==> src/rtl/logic_unit_pipe.sv <==
// Two-stage valid/ready pipelined bitwise logic unit.
// S1 holds the operands; S2 holds the result and its zero/parity flags.
module logic_unit_pipe #(
    parameter int WIDTH = 8,
    parameter int CNT_W = 16
) (
    input  logic             clk,
    input  logic             rst_n,
    input  logic             in_valid,
    output logic             in_ready,
    input  logic [WIDTH-1:0] A,
    input  logic [WIDTH-1:0] B,
    input  logic [2:0]       OP,
    output logic             out_valid,
    input  logic             out_ready,
    output logic [WIDTH-1:0] Q,
    output logic             Z,
    output logic             P,
    output logic [CNT_W-1:0] CNT
);

    logic             s1_v_q;
    logic             s1_v_d;
    logic [WIDTH-1:0] a_q;
    logic [WIDTH-1:0] b_q;
    logic [2:0]       op_q;

    logic             s2_v_q;
    logic             s2_v_d;
    logic [WIDTH-1:0] q_q;
    logic             z_q;
    logic             p_q;
    logic [CNT_W-1:0] cnt_q;
    logic [CNT_W-1:0] cnt_d;

    logic             in_xfer;
    logic             out_xfer;
    logic             s1_adv;
    logic [WIDTH-1:0] res;

    // S1 may advance whenever S2 is free or being drained this cycle.
    assign out_xfer = s2_v_q & out_ready;
    assign s1_adv   = s1_v_q & (~s2_v_q | out_ready);
    assign in_ready = ~s1_v_q | ~s2_v_q | out_ready;
    assign in_xfer  = in_valid & in_ready;

    assign s1_v_d = in_xfer | (s1_v_q & ~s1_adv);
    assign s2_v_d = s1_adv | (s2_v_q & ~out_xfer);
    assign cnt_d  = out_xfer ? cnt_q + CNT_W'(1) : cnt_q;

    always_comb begin
        res = '0;
        unique case (op_q)
            3'b000: res = ~(a_q & b_q);
            3'b001: res = a_q & b_q;
            3'b010: res = a_q | b_q;
            3'b011: res = ~(a_q | b_q);
            3'b100: res = a_q ^ b_q;
            3'b101: res = ~(a_q ^ b_q);
            3'b110: res = ~a_q;
            3'b111: res = a_q;
        endcase
    end

    always_ff @(posedge clk or negedge rst_n) begin
        if (!rst_n) begin
            s1_v_q <= 1'b0;
            a_q    <= '0;
            b_q    <= '0;
            op_q   <= '0;
            s2_v_q <= 1'b0;
            q_q    <= '0;
            z_q    <= 1'b1;
            p_q    <= 1'b0;
            cnt_q  <= '0;
        end else begin
            s1_v_q <= s1_v_d;
            s2_v_q <= s2_v_d;
            cnt_q  <= cnt_d;
            if (in_xfer) begin
                a_q  <= A;
                b_q  <= B;
                op_q <= OP;
            end
            if (s1_adv) begin
                q_q <= res;
                z_q <= ~|res;
                p_q <= ^res;
            end
        end
    end

    assign out_valid = s2_v_q;
    assign Q         = q_q;
    assign Z         = z_q;
    assign P         = p_q;
    assign CNT       = cnt_q;

endmodule
==> config.mk <==
export PLATFORM = sky130hd
export DESIGN_NAME = logic_unit_pipe
export DESIGN_NICKNAME = d
export VERILOG_FILES = /design/src/rtl/logic_unit_pipe.sv
export SDC_FILE = /design/constraint.sdc
export NUM_CORES = 1
export LEC_CHECK = 0
export ABC_AREA = 1
export CORE_UTILIZATION = 46
export DETAILED_ROUTE_END_ITERATION = 7
export DONT_BUFFER_PORTS = 1
export PLACE_DENSITY = 0.69
export RECOVER_POWER = 25
export SYNTH_ARGS = -nofsm -noshare
export SYNTH_HDL_FRONTEND = slang
export SYNTH_SLANG_ARGS = --single-unit
==> constraint.sdc <==
create_clock -name clk -period 1.7 [get_ports clk]
set_input_delay 0.17 -clock clk [delete_from_list [all_inputs] [get_ports clk]]
set_output_delay 0.17 -clock clk [all_outputs]
set_load 0.02 [all_outputs]
### Word level (Yosys, flattened, before mapping)

Index checks and enable logic that the tools add are counted.

* bits in registers: 47
* output and inout bits: 28

* add/subtract/negate cells: 1
* equal/unequal tests: 7
* muxes and demuxes: 1
* bitwise gates (word level): 21
* reductions and logical operators: 4

Operators by type and width (number)
* $pmux W8 S8: 1
* $not A8 Y8: 4
* $add A16 B1 Y16 const B: 1
* $eq A3 B3 Y1 const B: 4
* $and A8 B8 Y8: 1
* $or A8 B8 Y8: 1
* $reduce_or A8 Y1: 1
* $reduce_xor A8 Y1: 1
* $xor A8 B8 Y8: 1
* $eq A3 B2 Y1 const B: 2
* $and A1 B1 Y1: 5
* $or A1 B1 Y1: 5
* $not A1 Y1: 4
* $eq A3 B1 Y1 const B: 1
* $logic_not A3 Y1: 1
* $logic_not A1 Y1: 1

### Depth between registers and ports, before layout

Gate-level depths: netlist of run 1.

* depth after elaboration: 6
* gate-level depth with buffers: 13
* depth with buffers taken out: 12

### Least setup slack after synthesis of run 1

Ideal clock, no wire load.

* path kind: register to register
* start point: register a_q[7]
* end point: register p_q (netlist: P)
* library setup time: 127 ps
* arrival time: 1697 ps
* setup slack: -124 ps
* stages on the path, launching flop included: 12
* cells stage by stage: dfrtp_1 > inv_1 > ha_1 > o21ai_0 > inv_1 > nor2_1 > nand2_1 > nand2_1 > ha_1 > xnor2_1 > xnor2_1 > o21ai_0

* word-level cells in the longest chain between the ends: 4
* elaborated cells between the ends (all ways): 9
* those cells by class: 1 x mux; 7 x bitwise; 1 x reduce/logical

Ends and longest elaborated chain
* from (decl): RTL line 24 `logic [WIDTH-1:0] a_q;`
* from (signal assigned): RTL line 68 `a_q <= '0;`
* from (signal assigned): RTL line 81 `a_q <= A;`
* $xor A8 B8 Y8, or another cell as far along: RTL line 58, 59
* $not A8 Y8, on equally long branches: RTL line 59, 54, 57
* $pmux W8 S8 *: RTL line 53 `unique case (op_q)`
* $reduce_xor A8 Y1 *: RTL line 88 `p_q <= ^res;`
* to (signal assigned): RTL line 88
* to (decl): RTL line 32 `logic p_q;`

Mark *: on every way between the ends. The rest lies on a longest branch, timed or not.
A chain may end at the register's enable or synchronous reset.

### Final worst setup path of run 1

* start point: register op_q[0]
* end point: register p_q (netlist: P)

* word-level cells in the longest chain between the ends: 3
* elaborated cells between the ends (all ways): 10
* those cells by class: 7 x eq/ne; 1 x mux; 2 x reduce/logical

Ends and longest elaborated chain
* from (decl): RTL line 26 `logic [2:0] op_q;`
* from (signal assigned): RTL line 70 `op_q <= '0;`
* from (signal assigned): RTL line 83 `op_q <= OP;`
* $eq A3 B3 Y1, or another cell as far along: RTL line 53
* $pmux W8 S8 *: RTL line 53
* $reduce_xor A8 Y1 *: RTL line 88

Marked as above.

==> metrics.md, run 1 <==
| Metric | Value |
|---|---|
| Status | finished, violations left |
| Failing checks | design-rule violations, negative setup slack |
| First-pass GRT wire length | between 10000 and 15000 um |
| Switching part of the total | 0.400 |
| Syn nets | approximately 460 |
| Mux share of post-synthesis cell area | 0.00365 |
| Synthesized area per cell | 7.46 um^2 |
| # port buffers | 0 |
| Clock transition at path regs | ~90 ps |
| Yosys cell types | 27 |
| DRT iter0 DRCs | 258 |
| XOR/XNOR share of the synthesized area | 0.0341 |
| Synthesized instance count | around 410 |
| Kind of critical path | flip-flop to flip-flop |
| Hold Crit Class | primary input to flip-flop |
| Clock root buffer | clkbuf_8 |
| GR Util All Layers | 0.223 |
| GRT overflow | 0 |
| Synth-to-Final Area Change | 31.1% |
| Largest family of logic cells by synthesized area | simple AND/OR/NAND/NOR gates |
| Antenna Cells | 0 |
| Fmax achieved | between 500 and 600 MHz |
| Setup tns final | -231 ps |
| Crit. End Element | flip-flop |
| Die Footprint | 7030 um^2 |
| Post-synthesis compound-gate area fraction | 0.0422 |
| Layout cells sized above 1 | 0.281 |
| Post-Synth Adder-Cell Area | 0.0852 |
| Final Slew Violations | 0 |
| Max_slew headroom | 0.208 |
| Worst VDD drop | 0.493 mV |
| HPWL Detailed | 5320 um |
| Internal power | 0.00281 W |
| Pin count of the biggest net entering global routing | 48 |
| Final setup fails | 1 |
| Drt first pass iters | 7 |
| IO Count | 51 |
| Core Util, Final | 0.629 |
| Post-Route WL | around 7400 um |
| WP data required | 1900 ps |
| Net switching power | 0.00188 W |
| Num CTS Buffers | 5 |
| Clock network fraction of design power | 0.155 |
| Part of the power in registers | 0.367 |
| Post-layout minimum cycle time | between 1500 and 2000 ps |
| FF+latch count, synth | 47 |
| Die Ht | 83.9 um |
| Via density | around 5 |
| Max-Cap Viols | 0 |
| Starting density of the core | 0.480 |
| Lkg Pwr | ~2.1 nW |
| Cell Area, Synth | between 3000 and 4000 um^2 |
| CTS tree | done |
| Worst-path fanout max | 4 |
| CTS sink cnt | 47 |
| Max Root-Sink Buffers | 2 |
| Worst setup SP type | flip-flop |
| CTS H-tree depth | 2 |
| Seq/Total Area, Yosys | 0.382 |
| Placer Congestion | between 0.8 and 0.9 |
| Fill count | 545 |
| Antenna violations before repair | 0 |
| Logic pwr share | 0.477 |
| DRC | 8 |
| Final hold viol count | 0 |
| Slew @ Worst Pin | roughly 1200 ps |
| Post-DR wirelength/cell | 13.0 um |
| Layout Skew | 6.88 ps |
| Chip Width | roughly 84 um |
| Simple-gate share of the synthesized area | 0.351 |
| RSZ-0062 raised after global routing | true |
| Via count | 2926 |
| Vias in the first global route | 2674 |
| Final Cycle Share | 1.14 |
| Cell row count | 29 |
| Worst Path Arrival | approximately 2100 ps |
| Clk Latency, worst-skew pair | 310 ps |
| Ys Warns | 0 |
| PD cells | between 1000 and 1500 nW/um^2 |
| Post-layout nets | 538 |
| Core box area | 6420 um^2 |
| Setup ws final | -231 ps |
| Post-DRT Antenna Nets | 0 |
## layout make-up
class / instances / area, um^2 / area share
tap: 77 / 96.3 / 0.0238
clock inverter: 2 / 16.3 / 0.00402
clock buffer: 6 / 82.6 / 0.0204
multi-input combinational: 296 / 1750 / 0.434
timing repair buffer: 91 / 712 / 0.176
inverter: 53 / 204 / 0.0504
sequential: 47 / 1180 / 0.292
## cell usage after synthesis (all sizes together)
library cell / count / area (um^2)
dfrtp: 46 / 1150
inv: 53 / 201
a21oi: 19 / 95.1
xor2: 7 / 61.3
nor2: 49 / 220
nand2: 111 / 422
ha: 21 / 263
nor3: 4 / 30.0
nand4: 36 / 225
o21a: 1 / 7.51
mux2: 1 / 11.3
dfstp: 1 / 26.3
xnor2: 5 / 43.8
o21ai: 4 / 20.0
o21bai: 1 / 7.51
buf: 18 / 113
nand3: 36 / 185
## through the flow
step | hold slack, ps | cells | power (W) | cell area, um^2 | setup slack (ps)
after detailed placement | -124 | 553 | 0.00355 | 3670 | -260
final | 11.0 | 572 | 0.00469 | 4040 | -231
after floorplan | -126 | 413 | 0.00284 | 3090 | -116
after global placement | -124 | 553 | 0.00349 | 3670 | -195
after CTS | 0.195 | 569 | 0.00465 | 3980 | -161
after global routing | 8.53 | 572 | 0.00506 | 4040 | -345
## power groups by stage
stage                     Combinational [W]  Sequential [W]  Clock, W
after floorplan                     0.00108         0.00175         0
after global placement              0.00175         0.00174         0
after detailed placement            0.00181         0.00175         0
after CTS                           0.00216         0.00173  0.000768
after global routing                0.00248         0.00177  0.000814
final                               0.00224         0.00172  0.000728
## sequential cells by signal, indices dropped and copies added, names as in the netlist
signal,flops
CNT,16
P,1
Q,8
Z,1
a_q,8
b_q,8
op_q,3
out_valid,1
s1_v_q,1
## layout by cell type, fill, tap and decap left out, types with 8 or more instances in the layout
cell type,Yosys,final
nand2_1,109,103
nand2_2,2,8
nor2_1,44,44
ha_1,21,11
nand3_1,35,34
ha_4,0,9
a21oi_1,19,19
nand4_1,36,36
buf_4,4,81
dfrtp_1,46,45
inv_1,50,44
## layer usage
layer	global-route usage	share of wire	vias to the layer above
met5	0	0	-
met4	0.0517	0.0052	0
met3	0.0435	0.051	3
met2	0.346	0.47	88
met1	0.323	0.48	1339
li1	-	-	1496
## worst max-delay path, stage by stage (launching register included)
cell	delay [ps]
dfrtp_1	410
buf_6	130
nor2_4	130
buf_6	130
nand3_1	80
nand2_1	90
nor2_1	60
nand2_1	100
nand2_2	70
ha_4	250
xnor2_2	130
xnor2_1	180
o21ai_1	80
## timing repair
item | in CTS | in global routing
hold endpoints to repair | 48 | 0
resized for setup | 24 | 13
endpoints found under the setup margin | 1 | 3
gates cloned | 0 | 1
pin swaps | 7 | 12
hold buffers | 3 | 0
setup buffers | 5 | 5
## kinds of logic after synthesis
family | after synthesis
simple gates | 236
mux | 1
compound gates | 25
buf+inv | 71
xor+xnor | 12
flops | 47
fa+ha+maj | 21
## final timing paths
kind | startpoint | end | slack (ps) | depth (start not counted)
worst max register to register | op_q[0] | P | -230 | 12
worst max-delay path | op_q[0] | P | -230 | 12
max in group asynchronous | rst_n | op_q[1] | 200 | 2
min in group asynchronous | rst_n | a_q[1] | 680 | 2
worst min-delay path | A[3] | a_q[3] | 10 | 2
worst min register to register | Z | Z | 520 | 2
Note: power is estimated with default switching activity, not from simulation.
==> inputs of run 2 (changes only) <==
--- a/config.mk
+++ b/config.mk
@@ -9,6 +9,7 @@
 export CORE_UTILIZATION = 46
 export DETAILED_ROUTE_END_ITERATION = 7
 export DONT_BUFFER_PORTS = 1
+export HOLD_SLACK_MARGIN = 0.1
 export PLACE_DENSITY = 0.69
 export RECOVER_POWER = 25
 export SYNTH_ARGS = -nofsm -noshare
==> run 2 against run 1 <==
The flow still finishes with violations (design-rule violations, negative setup slack). Clock-buffer cell count unchanged. Wire length increased by 3.8%. Critical path type unchanged. Combinational power about the same.
==> metrics.md, run 2 (synthesized netlist as in run 1, its figures left out) <==
| Metric | Value |
|---|---|
| Max reg flops | 16 |
| Failing checks | design-rule violations, negative setup slack |
| Post-layout minimum cycle time | about 2000 ps |
| Die Footprint | about 7000 um^2 |
| Final hold viol count | 0 |
| Die Ht | ~84 um |
| CTS sink cnt | between 40 and 50 |
| Setup tns final | -260 ps |
| Core box area | around 6400 um^2 |
| HPWL Detailed | approximately 5300 um |
| Drt first pass iters | 7 |
| Commonest non-fill, non-tap cell in the layout | nand2_1 |
| Num CTS Buffers | 5 |
| Post-DR wirelength/cell | approximately 13 um |
| GRT overflow | 0 |
| Post-route cell area | between 4000 and 5000 um^2 |
| IO Count | just over 50 |
| Slew @ Worst Pin | about 1200 ps |
| Via density | around 5.1 |
| DRT iter0 DRCs | approximately 300 |
| Via count | about 3000 |
| Post-placement cell count | 553 |
| Worst-path fanout max | 4 |
| # port buffers | 0 |
| Worst Path Arrival | roughly 2200 ps |
| Final Slew Violations | 0 |
| Max-Cap Viols | 0 |
| Core Util, Final | 0.656 |
| Placed Area | about 3700 um^2 |
| Layout Skew | around 9.4 ps |
| Vias in the first global route | 2790 |
| Crit. End Element | flip-flop |
| Clock root buffer | clkbuf_8 |
| PD cells | between 1000 and 1500 nW/um^2 |
| Chip Width | 83.9 um |
| Placer Congestion | approximately 0.86 |
| Met3 GRT Util | 0.0415 |
| Max_slew headroom | 0.211 |
| Starting density of the core | 0.480 |
| Antenna violations before repair | 0 |
| CTS H-tree depth | 2 |
| Kind of critical path | flip-flop to flip-flop |
| Post-Layout Cell Count | 588 |
| Antenna Cells | 0 |
| Fill count | around 530 |
| Worst setup SP type | flip-flop |
| DRC | 8 |
| Clk Latency, worst-skew pair | between 300 and 400 ps |
| First-pass GRT wire length | roughly 13000 um |
| Most Used Layer, Global Route | met2 |
| Status | finished, violations left |
| Post-Route WL | 7730 um |
| Post-layout nets | 554 |
| Setup ws final | -260 ps |
| Pin count of the biggest net entering global routing | between 40 and 50 |
| Max Root-Sink Buffers | 2 |
| Met2 usage | 0.355 |
| Hold Crit Class | primary input to flip-flop |
| RSZ-0062 raised after global routing | true |
| Final setup fails | 1 |
| Fmax achieved | between 500 and 600 MHz |
| Lkg Pwr | about 2.2 nW |
| Layout cells sized above 1 | 0.266 |
| Synth-to-Final Area Change | 36.6% |
| Commonest non-fill, non-tap cells in the layout | nand2_1 (103), buf_4 (78), dfrtp_1 (45), inv_1 (44), nor2_1 (44) |
| Clock transition at path regs | roughly 90 ps |
| CTS tree | done |
| GR Util All Layers | 0.229 |
| Cell row count | 29 |
| Worst VDD drop | between 0.5 and 0.6 mV |
| WP data required | approximately 1900 ps |
| Pre-CTS setup slack | -260 ps |
| Global Route met1 Usage | 0.329 |
| Post-DRT Antenna Nets | 0 |
| Final Cycle Share | 1.15 |
## run 2: cell types whose count changed in the layout (fill, tap and decap cells not counted)
cell / delta
dlygate4sd3_1: +19
buf_4: -3
## run 2: repair_timing
item,4_1_cts,5_1_grt
pin swaps,7,12
endpoints found under the setup margin,1,3
endpoints found under the hold margin,70,0
gates cloned,0,1
setup buffers,5,3
gates resized for setup,24,13
hold buffers,22,0
## run 2: layout make-up
| class | instances | area, um^2 | share of cell area |
|---|---|---|---|
| Timing Repair Buffer | 107 | 880 | 0.209 |
| Clock inverter | 2 | 16.3 | 0.00386 |
| Multi-Input combinational cell | 296 | 1750 | 0.416 |
| Clock buffer | 6 | 82.6 | 0.0196 |
| Inverter | 53 | 204 | 0.0484 |
| Tap cell | 77 | 96.3 | 0.0229 |
| Sequential cell | 47 | 1180 | 0.280 |
## run 2: per-stage QoR
| stage | power, W | hold slack, ps |
|---|---|---|
| after floorplan | 0.00284 | -126 |
| after global placement | 0.00349 | -124 |
| after detailed placement | 0.00355 | -124 |
| after CTS | 0.00469 | 157 |
| after global routing | 0.00508 | 203 |
| final | 0.00473 | 169 |
## run 2: power by group
group	switching [W]	internal [W]
combinational	0.00113	0.00113
sequential	0.000371	0.00136
clock	0.000401	0.000332
## run 2: worst paths after layout
path	slack, ps	depth (start not counted)	endpoint	from
min in group asynchronous	690	2	CNT[6]	rst_n
min reg2reg	520	2	Z	Z
max	-260	12	P	op_q[0]
max reg2reg	-260	12	P	op_q[0]
max in group asynchronous	230	2	op_q[1]	rst_n
min	170	3	CNT[3]	out_ready
## run 2: critical path, stage by stage, from the launching register on
cell and delay (ps):
dfrtp_1 400, buf_6 130, nor2_4 140, buf_6 140, nand3_1 90, nand2_1 100, nor2_1 60, nand2_1 100
nand2_2 70, ha_4 250, xnor2_2 130, xnor2_1 180, o21ai_1 80
## run 2: routing by layer
metal / up-vias / share of wire
met5: - / 0
met4: 0 / 0.0093
met3: 7 / 0.045
met2: 88 / 0.47
met1: 1397 / 0.48
li1: 1529 / -
==> inputs of run 3 (changes only) <==
--- a/config.mk
+++ b/config.mk
@@ -6,6 +6,7 @@
 export NUM_CORES = 1
 export LEC_CHECK = 0
 export ABC_AREA = 1
+export CORE_ASPECT_RATIO = 1.1
 export CORE_UTILIZATION = 46
 export DETAILED_ROUTE_END_ITERATION = 7
 export DONT_BUFFER_PORTS = 1
==> run 3 against run 2 <==
The flow finishes with violations (negative setup slack). Sequential power about the same. Hold slack lost 1.2 ps. Worst setup slack worse by 26 ps. Clock skew increased by 3.4 ps. Cell count rose by 0.17%. Sequential share of layout area rose by 0.56 points. Register-to-register slack lost 30 ps. Design area fell by 1.9%.
==> metrics.md, run 3 (synthesized netlist as in run 1, its figures left out) <==
| Metric | Value |
|---|---|
| Status | finished, violations left |
| Failing checks | negative setup slack |
| Final hold viol count | 0 |
| Post-Layout Cell Count | 589 |
| First-pass GRT wire length | between 10000 and 15000 um |
| Antenna violations before repair | 0 |
| Hold depth | 3 |
| Met2 usage | 0.343 |
| Worst setup SP type | flip-flop |
| Worst-path fanout max | 4 |
| Clock transition at path regs | around 100 ps |
| Most Used Layer, Global Route | met2 |
| Crit. End Element | flip-flop |
| Hold_ws | 168 ps |
| Max Root-Sink Buffers | 2 |
| # port buffers | 0 |
| Synth-to-Final Area Change | 34.0% |
| DRT iter0 DRCs | about 200 |
| Layout Skew | about 13 ps |
| Global Route met1 Usage | 0.305 |
| Cell row count | 30 |
| Post-Route WL | 7600 um |
| Reg2reg path depth | 12 |
| R2R setup slack | -290 ps |
| Layout cells sized above 1 | 0.242 |
| Placer Congestion | 0.899 |
| Max_slew headroom | 0.227 |
| DRC | 0 |
| Drt first pass iters | 5 |
| Final Cycle Share | 1.17 |
| Worst Path Arrival | approximately 2200 ps |
| HPWL Detailed | 5310 um |
| Final setup fails | 2 |
| CTS sink cnt | 47 |
| Post-layout minimum cycle time | about 2000 ps |
| Starting density of the core | 0.489 |
| Die Ht | 87.9 um |
| RSZ-0062 raised after global routing | true |
| Clock root buffer | clkbuf_8 |
| Post-DRT Antenna Nets | 0 |
| Post-placement cell count | 550 |
| Max-Cap Viols | 0 |
| Vias in the first global route | roughly 2700 |
| Commonest non-fill, non-tap cells in the layout | nand2_1 (109), buf_4 (80), inv_1 (47), dfrtp_1 (44), nor2_1 (44) |
| Die Footprint | 7030 um^2 |
| Hold Crit Class | primary input to flip-flop |
| WP data required | ~1900 ps |
| Post-layout nets | between 500 and 600 |
| Lkg Pwr | 2.20 nW |
| Clk Latency, worst-skew pair | slightly above 300 ps |
| GRT overflow | 0 |
| PD cells | 1110 nW/um^2 |
| GR Util All Layers | 0.222 |
| Slew @ Worst Pin | roughly 1200 ps |
| CTS H-tree depth | 2 |
| Final Slew Violations | 0 |
| Via count | 3037 |
| Post-DR wirelength/cell | about 13 um |
| Antenna Cells | 0 |
| Pin count of the biggest net entering global routing | 48 |
| CTS tree | done |
| Worst VDD drop | 0.720 mV |
| Commonest non-fill, non-tap cell in the layout | nand2_1 |
| Fmax achieved | just over 500 MHz |
| Max reg flops | 16 |
| Kind of critical path | flip-flop to flip-flop |
| Met3 GRT Util | 0.0438 |
| IO Count | 51 |
| Via density | about 5.2 |
| Num CTS Buffers | 5 |
| Core box area | around 6300 um^2 |
| Setup ws final | -287 ps |
| Chip Width | between 80 and 90 um |
## run 3: path summary, 6_finish.rpt
path / to / from
max in group asynchronous: op_q[0] / rst_n
worst max register to register: P / op_q[0]
worst max-delay path: P / op_q[0]
worst min-delay path: CNT[3] / out_ready
worst min register to register: CNT[0] / CNT[0]
min in group asynchronous: Q[3] / rst_n
## run 3: stage by stage
stage                util  total power (W)  instance area, um^2  setup slack (ps)  TNS [ps]
floorplan               -          0.00284                 3090              -116      -116
global placement    0.578          0.00348                 3650              -281      -281
detailed placement  0.578          0.00354                 3650              -308      -308
CTS                 0.642          0.00450                 4050              -256      -256
global route        0.655          0.00490                 4130              -425      -633
finish              0.655          0.00458                 4130              -287      -364
## run 3: where the power goes
part	internal, W	switching, W	total [W]
clock	0.000430	0.000388	0.000818
sequential	0.00136	0.000377	0.00174
combinational	0.000995	0.00103	0.00203
## run 3: worst max-delay path: stages, from the launching register on
cell     delay (ps)
dfrtp_2         440
buf_4           150
nor2_4          130
buf_4           160
nand3_2          60
nand2_1          60
nor2_1           40
nand2_1          80
nand2_1          60
ha_1            300
xnor2_1         190
xnor2_1         130
o21ai_1          80
## run 3: cell type report
type	instances	area (um^2)
fillers	524	2170
flip-flops and latches	47	1180
clock inverters	2	37.5
well taps	80	100
inverters	53	201
repair buffers	106	878
clock buffers	5	68.8
multi-input cells	296	1670
## run 3: what timing repair did
item	4_1_cts	5_1_grt
resized for setup	9	11
setup endpoints to repair	1	2
endpoints found under the hold margin	68	0
hold buffers	22	0
cloned	1	0
pin swaps	12	10
setup buffers	3	6
## run 3: routing by layer
layer  wire, um  vias to the layer above
li1           -                     1521
met1       3600                     1402
met2       3420                      104
met3        440                       10
met4        130                        0
met5          0                        -
